$ cat src/rtl/ram_arb_pkg.sv
// Shared types and default widths for the two-requester RAM arbiter.
package ram_arb_pkg;

    localparam int ADDR_W_DEF = 10;
    localparam int DATA_W_DEF = 8;

    typedef enum logic [1:0] {IDLE, ACCESS, RESP} state_t;
    typedef enum logic {SEL_A, SEL_B} sel_t;

endpackage

$ cat src/rtl/ram_arb_rr.sv
// Two-way grant select. With RAM_ARB_ROUND_ROBIN_EN a pointer resolves ties and
// flips to the losing side after every grant; without it A always wins ties.
module ram_arb_rr
    import ram_arb_pkg::*;
(
    input  logic clk,
    input  logic rst_n,
    input  logic req_a,
    input  logic req_b,
    input  logic grant_en,
    output sel_t gnt
);

`ifdef RAM_ARB_ROUND_ROBIN_EN
    sel_t ptr;

    always_comb begin
        gnt = SEL_A;
        if (req_a && req_b) gnt = ptr;
        else if (req_b)     gnt = SEL_B;
    end

    always_ff @(posedge clk or negedge rst_n) begin
        if (!rst_n)        ptr <= SEL_A;
        else if (grant_en) ptr <= (gnt == SEL_A) ? SEL_B : SEL_A;
    end
`else
    always_comb begin
        gnt = (!req_a && req_b) ? SEL_B : SEL_A;
    end

    logic unused_rr;
    assign unused_rr = clk ^ rst_n ^ grant_en;
`endif

endmodule

$ cat src/rtl/ram_arbiter.sv
// Arbitrates two requesters onto one registered-read RAM port, one transaction
// per 3 cycles. Optional feature macro: RAM_ARB_ROUND_ROBIN_EN.
module ram_arbiter
    import ram_arb_pkg::*;
#(
    parameter int ADDR_W = ADDR_W_DEF,
    parameter int DATA_W = DATA_W_DEF
) (
    input  logic              clk,
    input  logic              rst_n,
    input  logic              req_a,
    input  logic              we_a,
    input  logic [ADDR_W-1:0] addr_a,
    input  logic [DATA_W-1:0] wdata_a,
    input  logic              req_b,
    input  logic              we_b,
    input  logic [ADDR_W-1:0] addr_b,
    input  logic [DATA_W-1:0] wdata_b,
    output logic              ack_a,
    output logic              ack_b,
    output logic [DATA_W-1:0] rdata_a,
    output logic [DATA_W-1:0] rdata_b,
    output logic              mem_we,
    output logic [ADDR_W-1:0] mem_addr,
    output logic [DATA_W-1:0] mem_wdata,
    input  logic [DATA_W-1:0] mem_rdata
);

    state_t            state;
    sel_t              sel;
    sel_t              gnt;
    logic              we_lat;
    logic              grant_en;
    logic [DATA_W-1:0] rd_a_q;
    logic [DATA_W-1:0] rd_b_q;

    assign grant_en = (state == IDLE) && (req_a || req_b);

    ram_arb_rr u_rr (
        .clk      (clk),
        .rst_n    (rst_n),
        .req_a    (req_a),
        .req_b    (req_b),
        .grant_en (grant_en),
        .gnt      (gnt)
    );

    always_ff @(posedge clk or negedge rst_n) begin
        if (!rst_n) begin
            state     <= IDLE;
            sel       <= SEL_A;
            we_lat    <= 1'b0;
            mem_we    <= 1'b0;
            mem_addr  <= '0;
            mem_wdata <= '0;
            ack_a     <= 1'b0;
            ack_b     <= 1'b0;
            rd_a_q    <= '0;
            rd_b_q    <= '0;
        end else begin
            case (state)
                IDLE: begin
                    mem_we <= 1'b0;
                    ack_a  <= 1'b0;
                    ack_b  <= 1'b0;
                    if (grant_en) begin
                        sel       <= gnt;
                        we_lat    <= (gnt == SEL_A) ? we_a    : we_b;
                        mem_we    <= (gnt == SEL_A) ? we_a    : we_b;
                        mem_addr  <= (gnt == SEL_A) ? addr_a  : addr_b;
                        mem_wdata <= (gnt == SEL_A) ? wdata_a : wdata_b;
                        state     <= ACCESS;
                    end
                end
                ACCESS: begin
                    mem_we <= 1'b0;
                    ack_a  <= (sel == SEL_A);
                    ack_b  <= (sel == SEL_B);
                    state  <= RESP;
                end
                RESP: begin
                    ack_a <= 1'b0;
                    ack_b <= 1'b0;
                    if (!we_lat && sel == SEL_A) rd_a_q <= mem_rdata;
                    if (!we_lat && sel == SEL_B) rd_b_q <= mem_rdata;
                    state <= IDLE;
                end
                default: state <= IDLE;
            endcase
        end
    end

    // RAM data only arrives in the ack cycle, so it is bypassed there and
    // captured into the holding register for the cycles that follow.
    assign rdata_a = (ack_a && !we_lat) ? mem_rdata : rd_a_q;
    assign rdata_b = (ack_b && !we_lat) ? mem_rdata : rd_b_q;

endmodule
$ cat config.mk
export PLATFORM = sky130hd
export DESIGN_NAME = ram_arbiter
export DESIGN_NICKNAME = d
export VERILOG_FILES = /design/src/rtl/ram_arb_pkg.sv /design/src/rtl/ram_arb_rr.sv /design/src/rtl/ram_arbiter.sv
export SDC_FILE = /design/constraint.sdc
export NUM_CORES = 1
export LEC_CHECK = 0
export CAP_MARGIN = 20
export CORE_ASPECT_RATIO = 0.6
export CORE_MARGIN = 2
export CORE_UTILIZATION = 42
export CTS_CLUSTER_SIZE = 8
export DETAILED_ROUTE_END_ITERATION = 6
export GPL_TIMING_DRIVEN = 0
export PLACE_DENSITY = 0.8
export SLEW_MARGIN = 40
export SYNTH_ARGS = -nofsm -noshare
export SYNTH_HDL_FRONTEND = slang
export SYNTH_HIERARCHICAL = 1
export SYNTH_SLANG_ARGS = --single-unit
export TNS_END_PERCENT = 5
$ cat constraint.sdc
create_clock -name clk -period 1.8 [get_ports clk]
set_input_delay 0.54 -clock clk [delete_from_list [all_inputs] [get_ports clk]]
set_output_delay 0.54 -clock clk [all_outputs]
set_load 0.02 [all_outputs]
# [After elaboration in Yosys (flattened, before gate mapping)]
# Index checks and enable logic that the tools add are counted.
[word_totals] out_inout_bits=37 inputBits=50 regBits=41
[op_classes] n_reduce_logical=16 n_bitwise=1 n_eq_ne=3 n_mux=12
[ops] cell="8-bit 2-to-1 mux" count=3
[ops] cell="10-bit 2-to-1 mux" count=1
[ops] cell="1-bit logical AND" count=6
[ops] cell="1-bit one-hot mux with 2 select lines" count=3
[ops] cell="2-bit AND reduction" count=3
[ops] cell="2-bit one-hot mux with 2 select lines" count=1
[ops] cell="2-bit nonzero test" count=2
[ops] cell="1-bit 2-to-1 mux" count=3
[ops] cell="2-bit by 1-bit equality test with 1-bit output, second input constant" count=1
[ops] cell="2-bit equality test, second input constant" count=1
[ops] cell="1-bit zero test" count=2
[ops] cell="2-bit zero test" count=1
[ops] cell="2-bit 2-to-1 mux" count=1
[ops] cell="2-bit inequality test, second input constant" count=1
[ops] cell="2-bit OR reduction" count=1
[ops] cell="1-bit logical OR" count=1
[ops] cell="1-bit inverter" count=1

# [Logic depth before layout (Yosys ltp)]
[logic_depth] word_depth=6 depth_mapped=4 mapped_depth_nobuf=3

# [Modules after synthesis]
# Netlist, hierarchy kept.
[by_module_without_submodules] mod="ram_arbiter" instances=1 cells_each=136 area_each_um2=1990.7
[by_module_without_submodules] mod="ram_arb_rr" instances=1 cells_each=1 area_each_um2=13.8

# [Least setup slack after synthesis]
# No wires, ideal clock.
[synth_timing] kind="input to register" start="input req_b" end="register we_lat" slack_ns=0.059 required_time_ns=1.675 arrival_time_ns=1.617 path_stages=4 n_path_buf=1 cell_sequence="nor2b_4 > clkbuf_1 > mux2_2 > mux2_2"
[synth_via] elab_chain_cells=3
[synth_rtl] item="start, declared" line_no="ram_arbiter.sv:15" rtl="input logic req_b,"
[synth_rtl] item="1-bit logical AND / 1-bit logical OR (equally long branches)" line_no="ram_arb_rr.sv:29, ram_arbiter.sv:37"
[synth_rtl] item="1-bit 2-to-1 mux / 1-bit logical AND (equally long branches)" line_no="ram_arb_rr.sv:29, ram_arbiter.sv:37"
[synth_rtl] item="1-bit 2-to-1 mux / 2-bit AND reduction (equally long branches)"
[synth_rtl] item="end signal, assigned" line_no="ram_arbiter.sv:68" rtl="we_lat <= (gnt == SEL_A) ? we_a : we_b;"
[synth_rtl] item="end, declared" line_no="ram_arbiter.sv:32" rtl="logic we_lat;"
# Several ways; a longest one is shown, not always the timed one.
# A chain may end at the register's enable or synchronous reset.

# [Final worst setup path]
[layout_timing] start="register we_lat" end="output rdata_a[0]"
[layout_via] elab_chain_cells=3
[layout_rtl] item="1-bit zero test" line_no="ram_arbiter.sv:95" rtl="assign rdata_a = (ack_a && !we_lat) ? mem_rdata : rd_a_q;"
[layout_rtl] item="1-bit logical AND" line_no="ram_arbiter.sv:95"
[layout_rtl] item="8-bit 2-to-1 mux" line_no="ram_arbiter.sv:95"
[layout_rtl] item="end, declared" line_no="ram_arbiter.sv:21" rtl="output logic [DATA_W-1:0] rdata_a,"
# No other way between the ends.

==> results <==
## per-layer routing
metal / routed length, um / up-vias / global-route usage, %
met3: 277 / 4 / 6.08
met4: 21 / 0 / 3.15
met5: 0 / - / 0
met2: 2020 / 41 / 28.7
met1: 2010 / 704 / 23.6
li1: - / 683 / -
## layout by cell type, fill, tap and decap left out, types with 2 or more instances in the layout
cell	netlist	layout
mux2_2	71	63
nand2b_4	0	2
mux2_4	0	8
clkdlybuf4s50_1	0	39
clkbuf_8	0	7
dfrtp_1	41	40
buf_6	1	19
dlygate4sd2_1	0	22
dlymetal6s2s_1	0	8
nand2_1	3	3
buf_4	3	5
## kinds of logic after synthesis
logic type	Yosys count	synth area share, %
buffers and inverters	9	2.75
multiplexers	71	39.9
AO/OA/AOI/OAI	3	1.06
AND/OR/NAND/NOR	13	5.12
flip-flops	41	51.2
## path summary, 6_finish.rpt
path	from	end	slack [ns]	cells after the start
worst max-delay path	we_lat	rdata_a[0]	-0.12	3
worst min-delay path	rst_n	mem_wdata[2]	0.22	1
worst max register to register	we_lat	rd_a_q[3]	0.08	3
worst min register to register	mem_addr[7]	mem_addr[7]	0.50	1
max in group asynchronous	rst_n	we_lat	1.21	1
min in group clk	mem_addr[7]	mem_addr[7]	0.50	1
## stage by stage
step | total power, mW | setup slack [ns] | hold slack [ns]
2_1_floorplan | 3.18 | 0.0586 | 0.244
3_3_place_gp | 4.33 | -0.858 | 0.484
3_5_place_dp | 4.38 | -0.632 | 0.490
4_1_cts | 5.07 | -0.161 | 0.236
5_1_grt | 5.35 | -0.173 | 0.254
6_report | 5.06 | -0.118 | 0.217
## Yosys cell counts
| master | number |
|---|---|
| a21boi_0 | 1 |
| a21oi_1 | 1 |
| a22o_1 | 1 |
| buf_2 | 2 |
| buf_4 | 3 |
| buf_6 | 1 |
| clkbuf_1 | 2 |
| dfrtp_1 | 41 |
| inv_1 | 1 |
| mux2_2 | 71 |
| nand2_1 | 3 |
| nand2b_1 | 3 |
| nor2_1 | 1 |
| nor2b_1 | 1 |
| nor2b_4 | 1 |
| nor3_1 | 1 |
| nor3_2 | 2 |
| nor4b_4 | 1 |
## repair_timing
action,4_1_cts,5_1_grt
hold buffers,0,0
gates resized for setup,128,22
pin swaps,0,0
endpoints found under the setup margin,52,36
buffers inserted,3,0
## final cells by class
| cell class | instances | area [um^2] |
|---|---|---|
| fill | 354 | 1450 |
| sequential | 41 | 1030 |
| multi-input combinational | 87 | 975 |
| timing repair buffer | 89 | 887 |
| clock buffer | 7 | 96.3 |
| tap | 63 | 78.8 |
| buffer | 6 | 67.6 |
| clock inverter | 1 | 5.00 |
| inverter | 1 | 3.75 |
## power by group through the flow
stage	clock, mW	sequential [mW]	combinational (mW)
4_1_cts	0.671	1.59	2.81
3_3_place_gp	0	1.60	2.72
3_5_place_dp	0	1.62	2.76
5_1_grt	0.709	1.66	2.98
6_report	0.653	1.60	2.80
2_1_floorplan	0	1.88	1.31
## registers in the layout, summed over array words and instances, names as in the netlist
name       flops
we_lat         1
sel            1
mem_wdata      8
rd_b_q         8
mem_addr      10
ack_a          1
state          2
rd_a_q         8
ack_b          1
mem_we         1
==> out/metrics.cfg <==
[status]
status=finished with violations
violations=negative setup slack

[critical_path]
worst_setup_path_start_kind=flop
worstPathRequired_ns=1.26
worstPathArrival_ns=1.38
path_delay_family=flip-flops
cp-end-kind=output port
path_cells=nand2b_4 -> mux2_4 -> buf_6
crit_buf_inv=1
path_max_fanout=8
cp_slowest_cell=dfrtp_2
max_stage_delay_ns=0.42
path_class=flop to output port

[floorplan]
rows=19
die_area_um2=5360
die_w_um=93.2
coreArea_um2=4590
die_h_um=57.5
initial_core_util_pct=43.7
ios=87

[power_and_ir_drop]
p_leak_nw=1.45
seqPwrFrac_pct=31.6
p_int_mw=3.25
p_sw_mw=1.80
switching_share_pct=35.7
p_per_area_nw_per_um2=1610
combPwrFrac_pct=55.4
clkPwrFrac_pct=12.9
vdd_drop_max_v=0.000707

[timing]
report.final.slew_viol_count=0
timing.fmax_mhz=521
tightest_slew_ns=0.691
final.setup.tns_ns=-1.77
rsz0062_at_grt=yes
slew_headroom_pct=53.7
finalSetupViolCount=16
skew_ns=0.00241
min_period_ns=1.92
period_share_pct=107
finalHoldViolCount=0
fin_ws_ns=-0.118

[global_route]
grt_pass1_vias=1563
antenna_found_initial=0
grt_start_max_net_pins=42
gr-total-overflow=0
grt_usage_pct=17.7
grt_pass1_wl_um=7360

[logic_synthesis]
ys_seq_elements=41
yosys.area.top_type=dfrtp_1
synth.distinct_cells=18
synth_cells=137
synthTopCellsByArea=dfrtp_1, mux2_2, nor4b_4
synth_top_area_share_pct=51.2
syn_area_per_cell_um2=14.6
synth_fp_nets=187
yosysSeqAreaShare_pct=51.2
yosysWarnings=6
syn_area_um2=2000

[drt]
wl_um=4330
routedWlPerCell_um=14.7
ant_nets=0
viasPerCell=4.85
route.vias.total=1432
drcViolationCount=0
drtIter0Drc=57
drtPass1Iterations=4

[cells_and_area]
finalNonFillerCells=295
final_util_pct=68.4
final_area_um2=3140
diodes=0
drive_gt1_share_pct=48.3
area_growth_pct=56.7
fin_nets=281

[hold_path]
hp-class=primary input to asynchronous set/reset pin

[clocking]
cts_tree=done
cts-root-buf=clkbuf_8
clkLatencyLatePin_ns=0.28
numCtsBuffers=5
path_clk_slew_ns=0.08
cts_buffer_depth=2
htreeDepth=2
cts_sinks=41

[flow_run]
cap_viol_max_count=0

[placed_design]
hpwl_um=3190
post-place-cells=286
placed_area_um2=2940
io_buffers=86
place_congestion=0.708

No activity file was read; power rests on OpenSTA's default activity.
